[src/rtl/pacman_pkg.sv]
// Shared constants, direction codes and FSM encoding for the Pac-Man sprite blocks.
package pacman_pkg;

  localparam int SCREEN_W  = 640;
  localparam int SCREEN_H  = 480;
  localparam int SPRITE_SZ = 32;

  typedef enum logic [1:0] {
    DIR_UP    = 2'b00,
    DIR_DOWN  = 2'b01,
    DIR_RIGHT = 2'b10,
    DIR_LEFT  = 2'b11
  } dir_e;

  typedef enum logic [1:0] {
    ST_IDLE   = 2'b00,
    ST_PLAY   = 2'b01,
    ST_CAUGHT = 2'b10
  } fsm_e;

  // Operands are differences of 10-bit coordinates, so negation never overflows.
  function automatic logic [10:0] abs11(input logic signed [10:0] v);
    return v[10] ? $unsigned(-v) : $unsigned(v);
  endfunction

endpackage

[src/rtl/sprite_motion_ctrl_if.sv]
// Input controls and sprite outputs of sprite_motion_ctrl, grouped for the display side.
interface sprite_motion_ctrl_if;
  import pacman_pkg::*;

  // No valid/ready handshake: all outputs are levels that change only in the
  // cycle after frame_tick (positions) or on any clock (facing); the renderer
  // may sample them at any time. btn and start are levels sampled every clock.
  logic [3:0] btn;
  logic       start;
  logic [9:0] PacX;
  logic [8:0] PacY;
  logic [1:0] state;
  logic [9:0] GhostX;
  logic [8:0] GhostY;
  logic       game_over;
  logic       frame_tick;
  fsm_e       fsm;

  modport master (
    input  btn, start,
    output PacX, PacY, state, GhostX, GhostY, game_over, frame_tick, fsm
  );

  modport slave (
    output btn, start,
    input  PacX, PacY, state, GhostX, GhostY, game_over, frame_tick, fsm
  );

endinterface

[src/rtl/frame_tick_gen.sv]
// Synchronises the active-low vertical sync and pulses tick for one clock at
// the end of each sync pulse (rising edge of vs).
module frame_tick_gen (
  input  logic clk,
  input  logic rst_n,
  input  logic vs,
  output logic tick
);

  logic s1_q, s1_d;
  logic s2_q, s2_d;
  logic s3_q, s3_d;
  logic tick_q, tick_d;

  always_comb begin
    s1_d   = vs;
    s2_d   = s1_q;
    s3_d   = s2_q;
    tick_d = s2_q & ~s3_q;
  end

  // Sync flops reset to the idle (high) level so release of reset is not seen as an edge.
  always_ff @(posedge clk or negedge rst_n) begin
    if (!rst_n) begin
      s1_q   <= 1'b1;
      s2_q   <= 1'b1;
      s3_q   <= 1'b1;
      tick_q <= 1'b0;
    end else begin
      s1_q   <= s1_d;
      s2_q   <= s2_d;
      s3_q   <= s3_d;
      tick_q <= tick_d;
    end
  end

  assign tick = tick_q;

endmodule

[src/rtl/sprite_motion_ctrl.sv]
// Sprite motion controller: per-frame Pac-Man/ghost movement and capture detection.
// Define PAC_WRAP_EN to make Pac-Man wrap at the screen edges instead of saturating.
module sprite_motion_ctrl
  import pacman_pkg::*;
#(
  parameter int SPRITE     = SPRITE_SZ,
  parameter int H_ACTIVE   = SCREEN_W,
  parameter int V_ACTIVE   = SCREEN_H,
  parameter int PAC_STEP   = 2,
  parameter int GHOST_STEP = 1,
  parameter int GHOST_DIV  = 2,
  parameter int PAC_X0     = 0,
  parameter int PAC_Y0     = 0,
  parameter int GHOST_X0   = H_ACTIVE - SPRITE,
  parameter int GHOST_Y0   = V_ACTIVE - SPRITE
) (
  input  logic                 clk,
  input  logic                 clrn,
  input  logic                 vs,
  sprite_motion_ctrl_if.master bus
);

  localparam logic [10:0] X_MAX = 11'(H_ACTIVE - SPRITE);
  localparam logic [10:0] Y_MAX = 11'(V_ACTIVE - SPRITE);
  localparam int DIV_W = (GHOST_DIV > 1) ? $clog2(GHOST_DIV) : 1;
  localparam logic [DIV_W-1:0] DIV_LAST = DIV_W'(GHOST_DIV - 1);

  // One Pac-Man step in 12 bits; bit 11 flags a move below zero.
  function automatic logic [10:0] pac_move(input logic [10:0] pos, input logic [10:0] lim,
                                           input logic fwd);
    logic [11:0] r;
    r = fwd ? ({1'b0, pos} + 12'(PAC_STEP)) : ({1'b0, pos} - 12'(PAC_STEP));
`ifdef PAC_WRAP_EN
    if (r[11])           return lim;
    else if (r[10:0] > lim) return 11'd0;
    else                 return r[10:0];
`else
    if (r[11])           return 11'd0;
    else if (r[10:0] > lim) return lim;
    else                 return r[10:0];
`endif
  endfunction

  function automatic logic [10:0] ghost_move(input logic [10:0] pos, input logic neg,
                                             input logic [10:0] mag, input logic [10:0] lim);
    logic [10:0] step;
    logic [10:0] r;
    step = (mag < 11'(GHOST_STEP)) ? mag : 11'(GHOST_STEP);
    r    = neg ? (pos - step) : (pos + step);
    return (r > lim) ? lim : r;
  endfunction

  fsm_e             fsm_q, fsm_d;
  dir_e             dir_q, dir_d;
  logic [9:0]       pac_x_q, pac_x_d, ghost_x_q, ghost_x_d;
  logic [8:0]       pac_y_q, pac_y_d, ghost_y_q, ghost_y_d;
  logic [DIV_W-1:0] div_q, div_d;
  logic             chk_q, chk_d;

  logic             frame_tick;
  logic signed [10:0] dx, dy;
  logic [10:0]      adx, ady;
  logic             overlap;
  logic [9:0]       pac_x_mv, ghost_x_mv;
  logic [8:0]       pac_y_mv, ghost_y_mv;

  frame_tick_gen u_tick (
    .clk   (clk),
    .rst_n (clrn),
    .vs    (vs),
    .tick  (frame_tick)
  );

  always_comb begin
    dir_d = dir_q;
    if      (bus.btn[3]) dir_d = DIR_UP;
    else if (bus.btn[2]) dir_d = DIR_DOWN;
    else if (bus.btn[1]) dir_d = DIR_LEFT;
    else if (bus.btn[0]) dir_d = DIR_RIGHT;
  end

  // Deltas from the current registers: pre-update for the move, post-update for capture.
  always_comb begin
    dx      = $signed({1'b0, pac_x_q}) - $signed({1'b0, ghost_x_q});
    dy      = $signed({2'b0, pac_y_q}) - $signed({2'b0, ghost_y_q});
    adx     = abs11(dx);
    ady     = abs11(dy);
    overlap = (adx < 11'(SPRITE)) && (ady < 11'(SPRITE));
  end

  always_comb begin
    pac_x_mv   = pac_x_q;
    pac_y_mv   = pac_y_q;
    ghost_x_mv = ghost_x_q;
    ghost_y_mv = ghost_y_q;
    case (dir_q)
      DIR_UP:    pac_y_mv = 9'(pac_move({2'b0, pac_y_q}, Y_MAX, 1'b0));
      DIR_DOWN:  pac_y_mv = 9'(pac_move({2'b0, pac_y_q}, Y_MAX, 1'b1));
      DIR_RIGHT: pac_x_mv = 10'(pac_move({1'b0, pac_x_q}, X_MAX, 1'b1));
      default:   pac_x_mv = 10'(pac_move({1'b0, pac_x_q}, X_MAX, 1'b0));
    endcase
    if (adx >= ady) ghost_x_mv = 10'(ghost_move({1'b0, ghost_x_q}, dx[10], adx, X_MAX));
    else            ghost_y_mv = 9'(ghost_move({2'b0, ghost_y_q}, dy[10], ady, Y_MAX));
  end

  always_comb begin
    fsm_d     = fsm_q;
    pac_x_d   = pac_x_q;
    pac_y_d   = pac_y_q;
    ghost_x_d = ghost_x_q;
    ghost_y_d = ghost_y_q;
    div_d     = div_q;
    chk_d     = 1'b0;
    unique case (fsm_q)
      ST_IDLE, ST_CAUGHT: begin
        if (bus.start) begin
          fsm_d     = ST_PLAY;
          pac_x_d   = 10'(PAC_X0);
          pac_y_d   = 9'(PAC_Y0);
          ghost_x_d = 10'(GHOST_X0);
          ghost_y_d = 9'(GHOST_Y0);
          div_d     = '0;
        end
      end
      ST_PLAY: begin
        // chk_q marks the cycle right after an update, so capture is judged once per frame.
        if (chk_q && overlap) begin
          fsm_d = ST_CAUGHT;
        end else if (frame_tick) begin
          pac_x_d = pac_x_mv;
          pac_y_d = pac_y_mv;
          chk_d   = 1'b1;
          if (div_q == DIV_LAST) begin
            div_d     = '0;
            ghost_x_d = ghost_x_mv;
            ghost_y_d = ghost_y_mv;
          end else begin
            div_d = div_q + DIV_W'(1);
          end
        end
      end
      default: fsm_d = ST_IDLE;
    endcase
  end

  always_ff @(posedge clk or negedge clrn) begin
    if (!clrn) begin
      fsm_q     <= ST_IDLE;
      dir_q     <= DIR_RIGHT;
      pac_x_q   <= 10'(PAC_X0);
      pac_y_q   <= 9'(PAC_Y0);
      ghost_x_q <= 10'(GHOST_X0);
      ghost_y_q <= 9'(GHOST_Y0);
      div_q     <= '0;
      chk_q     <= 1'b0;
    end else begin
      fsm_q     <= fsm_d;
      dir_q     <= dir_d;
      pac_x_q   <= pac_x_d;
      pac_y_q   <= pac_y_d;
      ghost_x_q <= ghost_x_d;
      ghost_y_q <= ghost_y_d;
      div_q     <= div_d;
      chk_q     <= chk_d;
    end
  end

  assign bus.PacX       = pac_x_q;
  assign bus.PacY       = pac_y_q;
  assign bus.GhostX     = ghost_x_q;
  assign bus.GhostY     = ghost_y_q;
  assign bus.state      = dir_q;
  assign bus.game_over  = (fsm_q == ST_CAUGHT);
  assign bus.frame_tick = frame_tick;
  assign bus.fsm        = fsm_q;

endmodule

[src/flat_wrapper.sv]
// flat-port wrapper written by rule: the top's interface ports become plain ports
module sprite_motion_ctrl_flat import pacman_pkg::*;
#(
  parameter int SPRITE     = SPRITE_SZ,
  parameter int H_ACTIVE   = SCREEN_W,
  parameter int V_ACTIVE   = SCREEN_H,
  parameter int PAC_STEP   = 2,
  parameter int GHOST_STEP = 1,
  parameter int GHOST_DIV  = 2,
  parameter int PAC_X0     = 0,
  parameter int PAC_Y0     = 0,
  parameter int GHOST_X0   = H_ACTIVE - SPRITE,
  parameter int GHOST_Y0   = V_ACTIVE - SPRITE
)
  (clk, clrn, vs, bus_btn, bus_start, bus_PacX, bus_PacY, bus_state, bus_GhostX, bus_GhostY, bus_game_over, bus_frame_tick, bus_fsm);
  sprite_motion_ctrl_if bus_i ();
  input  logic clk;
  input  logic clrn;
  input  logic vs;
  input wire logic [$bits(bus_i.btn)-1:0] bus_btn;
  input wire logic [$bits(bus_i.start)-1:0] bus_start;
  output wire logic [$bits(bus_i.PacX)-1:0] bus_PacX;
  output wire logic [$bits(bus_i.PacY)-1:0] bus_PacY;
  output wire logic [$bits(bus_i.state)-1:0] bus_state;
  output wire logic [$bits(bus_i.GhostX)-1:0] bus_GhostX;
  output wire logic [$bits(bus_i.GhostY)-1:0] bus_GhostY;
  output wire logic [$bits(bus_i.game_over)-1:0] bus_game_over;
  output wire logic [$bits(bus_i.frame_tick)-1:0] bus_frame_tick;
  output wire logic [$bits(bus_i.fsm)-1:0] bus_fsm;
  assign bus_i.btn = bus_btn;
  assign bus_i.start = bus_start;
  assign bus_PacX = bus_i.PacX;
  assign bus_PacY = bus_i.PacY;
  assign bus_state = bus_i.state;
  assign bus_GhostX = bus_i.GhostX;
  assign bus_GhostY = bus_i.GhostY;
  assign bus_game_over = bus_i.game_over;
  assign bus_frame_tick = bus_i.frame_tick;
  assign bus_fsm = bus_i.fsm;
  sprite_motion_ctrl #(.SPRITE(SPRITE), .H_ACTIVE(H_ACTIVE), .V_ACTIVE(V_ACTIVE), .PAC_STEP(PAC_STEP), .GHOST_STEP(GHOST_STEP), .GHOST_DIV(GHOST_DIV), .PAC_X0(PAC_X0), .PAC_Y0(PAC_Y0), .GHOST_X0(GHOST_X0), .GHOST_Y0(GHOST_Y0)) u_core (.clk(clk), .clrn(clrn), .vs(vs), .bus(bus_i));
endmodule
[config.mk]
export PLATFORM = sky130hd
export DESIGN_NAME = sprite_motion_ctrl_flat
export DESIGN_NICKNAME = d
export VERILOG_FILES = /design/src/rtl/pacman_pkg.sv /design/src/rtl/sprite_motion_ctrl_if.sv /design/src/rtl/frame_tick_gen.sv /design/src/rtl/sprite_motion_ctrl.sv /design/src/flat_wrapper.sv
export SDC_FILE = /design/constraint.sdc
export NUM_CORES = 1
export LEC_CHECK = 0
export ABC_AREA = 1
export CAP_MARGIN = 10
export CORE_MARGIN = 2
export CORE_UTILIZATION = 55
export DETAILED_ROUTE_END_ITERATION = 8
export GPL_TIMING_DRIVEN = 0
export PLACE_DENSITY = 0.77
export SLEW_MARGIN = 20
export SYNTH_ARGS = -nofsm -noshare
export SYNTH_HDL_FRONTEND = slang
export SYNTH_HIERARCHICAL = 1
export SYNTH_SLANG_ARGS = --single-unit
[constraint.sdc]
create_clock -name clk -period 13.6 [get_ports clk]
set_clock_uncertainty 0.2 [all_clocks]
set_input_delay 4.08 -clock clk [delete_from_list [all_inputs] [get_ports clk]]
set_output_delay 4.08 -clock clk [all_outputs]
set_load 0.02 [all_outputs]
==> run metrics, run 1 <==
Rel. slew slack 59.0%; H-Tree Level Count 2; post-route minimum period 5.83 ns; Post-CTS Repair Setup Buffers 0; commonest cells in the netlist nand2_1, inv_1, nor2_1; TritonCTS buffer count 5; Die X 108 um; critical-path cell list inv_1 > nor2_1 > clkdlybuf4s50_1; Reg2Reg Setup Slack 8.02 ns; Arr. time, crit path 1.55 ns; area leader, netlist nand2_1; clk sinks 46; WL/cell 12.5 um; first-pass GRT wire length 24500 um; YS warnings 6; most frequent cell after synthesis nand2_1; Finished Core Util 64.6%; CTS clk-pin slew, worst paths 0.08 ns; Tot GR Track Use 25.6%; Critical Path Start Type flop; fillers 1023; share of cells above drive strength 1 8.09%; status finished clean; diode count 0; Post-synth EDFFs 0; Worst-Margin Slew 0.607 ns; setup tns final 0 ns; pin count of the biggest net entering global routing 33; synthesized flop and latch total 46; vias per cell 5.20; Resize count post-CTS 0; vias 5909; cell area after technology mapping 5940 um^2; Synth Instances 941; Max clock buf depth 2; average instance area after synthesis 6.31 um^2; hold_ws 0.159 ns; 1st-pass router iterations 5; CP endpoint kind output port; NumNets Final 1067; gpl congestion 0.954; Max Freq 0.172 GHz; CORE AREA 10400 um^2; # setup viols final 0; DRT Wirelength 14300 um; IO Port Bufs 49; I/O pin cnt 52; sequential cell area fraction in the yosys report 19.6%; dpl hpwl 11600 um; Die Area 11600 um^2; Cell variety after synth 46; Worst Hold Class flop to flop; crit-path max FO 4; Max stage delay cell, worst path clkdlybuf4s50_1; gr ovfl total 0; ranking of synthesized cells by area nand2_1, dfrtp_1, ha_1; Hold-fix buffers, CTS 0; Die Ht 108 um; DRT iter0 DRCs 352; Root Buffer Master clkbuf_8; CTS tree built; vias in the first global route 5374; initial core utilization 57.0%; FP Rows 37; post-route ant nets 0; post-synth top area share 17.1%; initial antenna violation count 0; RSZ-0062 raised after global routing false; fraction of registers with async set/reset 100%; MaxCap Viol Count 0; slowest stage delay, CP 0.62 ns; synthesis-to-finish area growth 13.3%; # DRC 0; final period utilization 42.8%; Hold Vio Cnt, Final 0; Slew Viols, Final 0; Req. time, crit path 9.32 ns; Worst Setup Path Type flop to output port; ys flop type dfrtp_1; clk_lat worst skew 0.30 ns
==> metal layers <==
layer,vias up,global-route usage (%),share of wire [%]
met2,111,41.9,44
met4,0,4.40,1.0
met1,2649,37.4,51
met3,13,2.00,4.0
li1,3136,-,-
met5,-,0,0
==> cell usage in the layout (no fill, tap or decap), types with 6 or more instances in the layout <==
cell type	count
a21oi_1	41
dfrtp_1	36
nand2_2	17
inv_1	141
nand3_1	60
nand4_1	24
o21ai_1	19
clkbuf_1	8
nor2_2	11
or2_2	6
clkdlybuf4s50_1	48
o21bai_1	7
xor2_1	33
nand2_1	271
ha_1	55
nor3_1	14
xnor2_1	11
o31ai_1	6
dfstp_2	10
nor2_1	82
o21ai_0	35
==> critical path, delay by kind of cell (launching register included) <==
| kind | cells | cell delay [ns] |
|---|---|---|
| buffers and inverters | 2 | 0.73 |
| DFF | 1 | 0.41 |
| and+or+nand+nor | 1 | 0.11 |
==> final cells by class <==
| class | count | area (um^2) | share of cell area [%] |
|---|---|---|---|
| sequential | 46 | 1160 | 17.3 |
| timing repair buffer | 50 | 505 | 7.52 |
| inverter | 146 | 548 | 8.15 |
| buffer | 16 | 105 | 1.56 |
| clock inverter | 1 | 30.0 | 0.447 |
| tap | 136 | 170 | 2.53 |
| clock buffer | 7 | 76.3 | 1.13 |
| multi-input combinational | 735 | 4130 | 61.4 |
==> sequential cells by signal (all words and copies together), names as in the netlist, 2 cells and up <==
name,flops
u_core/bus.PacX,9
u_core/bus.GhostX,10
u_core/bus.PacY,8
u_core/bus.fsm,2
u_core/bus.GhostY,9
u_core/bus.state,2
==> per-stage QoR <==
stage / worst slack, ns / cells / cell area, um^2
2_1_floorplan: 8.36 / 943 / 5940
3_3_place_gp: 6.93 / 1128 / 6600
3_5_place_dp: 7.70 / 1129 / 6620
4_1_cts: 7.76 / 1137 / 6730
5_1_grt: 7.43 / 1137 / 6730
6_report: 7.77 / 1137 / 6730
==> cells by family (layout without fill, tap and decap cells) <==
group	Yosys count	count (layout)	share of synthesized area, %
and+or+nand+nor	502	502	37.6
buffers and inverters	162	220	11.0
AOI/OAI and AO/OA	126	126	12.2
adders and majority gates	59	59	12.9
DFF	46	46	19.6
xor gates and xnor gates	44	44	6.49
other	2	4	0.127
==> worst paths after layout <==
check | cells past startpoint | endpoint | startpoint
setup reg to reg | 33 | u_core/bus.GhostX[4] | u_core/bus.PacX[1]
setup / recovery | 3 | bus_game_over | u_core/bus.fsm[1]
hold / removal | 0 | u_core/u_tick/s2_q | u_core/u_tick/s1_q
hold reg to reg | 0 | u_core/u_tick/s2_q | u_core/u_tick/s1_q
min in group asynchronous | 1 | u_core/bus.PacX[8] | clrn
max in group asynchronous | 2 | u_core/u_tick/s3_q | clrn
Power of run 1 is not shown: default switching activity piles up to over one toggle a cycle in this logic, so the estimate is an artifact.
==> run 2, diff against run 1 <==
--- a/config.mk
+++ b/config.mk
@@ -8,10 +8,10 @@
 export ABC_AREA = 1
 export CAP_MARGIN = 10
 export CORE_MARGIN = 2
-export CORE_UTILIZATION = 55
+export CORE_UTILIZATION = 54
 export DETAILED_ROUTE_END_ITERATION = 8
 export GPL_TIMING_DRIVEN = 0
-export PLACE_DENSITY = 0.77
+export PLACE_DENSITY = 0.78
 export SLEW_MARGIN = 20
 export SYNTH_ARGS = -nofsm -noshare
 export SYNTH_HDL_FRONTEND = slang
==> constraint.sdc (replaced) <==
create_clock -name clk -period 4.8 [get_ports clk]
set_clock_uncertainty 0.2 [all_clocks]
set_input_delay 1.44 -clock clk [delete_from_list [all_inputs] [get_ports clk]]
set_output_delay 1.44 -clock clk [all_outputs]
set_load 0.02 [all_outputs]
==> run 2 against run 1 <==
  * The run now ends with setup timing left
  * Non-clock buffer count up 69
  * Critical path depth up 26
  * Final cell count up 6.5%
  * Setup slack worse by 8.0 ns
  * Via count up 18%
  * Utilization up 11 points
  * Count of clock-buffer cells in the layout down 2
  * Register-to-register slack worse by 8.2 ns
  * Critical endpoint is now u_core/bus.GhostX[8]
==> run metrics, run 2 (synthesized netlist as in run 1, its figures left out) <==
I/O pin cnt 52; Die Ht 109 um; WL/cell 16.0 um; first-pass GRT wire length 25800 um; Worst-Margin Slew 0.640 ns; share of cells above drive strength 1 27.8%; Max Freq 0.199 GHz; post-route minimum period 5.03 ns; diode count 0; vias in the first global route 5521; RSZ-0062 raised after global routing true; gr ovfl total 0; IO Port Bufs 49; Worst Path Buf+Inv 3; Reg2Reg Setup Slack -0.23 ns; DRT Wirelength 19400 um; CP endpoint kind flop; Rel. slew slack 57.4%; Hold Vio Cnt, Final 0; fillers 770; Reg2Reg Launch Point u_core/bus.PacX[1]; most frequent cells in the layout nand2_1, inv_1, buf_4; Arr. time, crit path 5.08 ns; Critical Path Start Type flop; initial core utilization 55.0%; dpl hpwl 11800 um; commonest non-fill, non-tap cell in the layout nand2_1; Slew Viols, Final 0; # DRC 0; Hold Path Sink u_core/u_tick/s2_q; HP Start u_core/u_tick/s1_q; Finished Layout Cells 1211; # setup viols final 10; failing checks setup timing; slowest stage delay, CP 0.41 ns; crit-path max FO 7; CORE AREA 10800 um^2; Max stage delay cell, worst path dfrtp_2; H-Tree Level Count 2; final period utilization 105%; clk_lat worst skew 0.31 ns; end of the worst register-to-register path u_core/bus.GhostX[8]; Root Buffer Master clkbuf_8; DRT iter0 DRCs 721; Tot GR Track Use 26.9%; gpl congestion 0.943; post-route ant nets 0; cell mode on critical path nand2_1; final worst setup slack -0.225 ns; Hold-fix buffers, CTS 0; cell depth of the worst flop-to-flop path 29; TritonCTS buffer count 5; FP Rows 38; Max clock buf depth 2; Finished Core Util 75.2%; vias 6945; vias per cell 5.73; MaxCap Viol Count 0; initial antenna violation count 0; CTS tree built; clk sinks 46; Die Area 11800 um^2; 1st-pass router iterations 9; pre-CTS WS -0.553 ns; DP Cell Count 1133; Worst Hold Class flop to flop; NumNets Final 1137; status complete, but fails checks; Req. time, crit path 4.85 ns; CP delay by family, top simple AND/OR/NAND/NOR gates; Die X 109 um; hold depth 0; max reg flops 10; pin count of the biggest net entering global routing 27; Worst Setup Path Type flop to flop; CTS clk-pin slew, worst paths 0.09 ns; synthesis-to-finish area growth 36.8%
[run 2: changes by cell type in the layout (fill, tap and decap cells not counted), moves of 9 or more]
cell	delta
inv_2	+15
buf_4	+66
nor2_4	+14
inv_1	-19
ha_1	-28
nor2_1	-16
a21oi_1	-9
ha_4	+24
nand2_1	-32
dfrtp_2	+15
nand2_2	+26
dfrtp_1	-15
[run 2: per-stage QoR]
step	hold slack (ns)	area (um^2)	setup TNS (ns)
floorplan	0.145	5940	0
global placement	0.147	6610	-6.56
detailed placement	0.147	6630	-7.66
CTS	0.161	7130	0
global route	0.165	8120	-4.70
finish	0.160	8120	-1.85
[run 2: how the worst max path moves through the flow]
stage | startpoint | endpoint | slack [ns] | cells past startpoint
3_5_place_dp | u_core/bus.PacX[1] | u_core/bus.GhostX[4] | -0.55 | 33
3_3_place_gp | u_core/bus.PacX[1] | u_core/bus.GhostX[4] | -0.52 | 33
4_1_cts | u_core/bus.GhostY[6] | u_core/bus.GhostY[5] | 0.005 | 33
5_1_grt | u_core/bus.PacX[1] | u_core/bus.GhostX[1] | -0.42 | 32
2_1_floorplan | u_core/bus.GhostX[6] | u_core/bus.GhostX[7] | 0.07 | 27
6_report | u_core/bus.PacX[1] | u_core/bus.GhostX[8] | -0.23 | 29
[run 2: final cells by class]
class | count | area [um^2] | area share, %
sequential | 46 | 1180 | 14.6
tap | 140 | 175 | 2.16
clock buffer | 5 | 68.8 | 0.848
timing repair buffer | 120 | 1050 | 13.0
inverter | 146 | 563 | 6.94
multi-input combinational | 736 | 4920 | 60.6
buffer | 15 | 111 | 1.37
clock inverter | 3 | 45.0 | 0.555
[run 2: worst register-to-register path: cells and delay by family (launching register included)]
family / cells / cell delay [ns]
AO/OA/AOI/OAI: 1 / 0.18
XOR/XNOR: 1 / 0.34
adder cells (fa/ha/maj): 3 / 0.86
buffers and inverters: 3 / 0.33
flip-flops: 1 / 0.41
AND/OR/NAND/NOR: 21 / 2.66
[run 2: what timing repair did]
action | CTS | global route
gates resized for setup | 44 | 161
setup buffers | 26 | 45
pin swaps | 24 | 96
gates cloned | 1 | 0
setup endpoints to repair | 19 | 19
[run 2: routing by layer]
| layer | track usage, % | up-vias | share of wire [%] |
|---|---|---|---|
| met4 | 3.66 | 0 | 2.8 |
| met3 | 2.39 | 71 | 5.6 |
| met2 | 45.1 | 319 | 49 |
| li1 | - | 3275 | - |
| met5 | 0 | - | 0 |
| met1 | 38.7 | 3280 | 43 |
Power of run 2 is left out for the same reason.
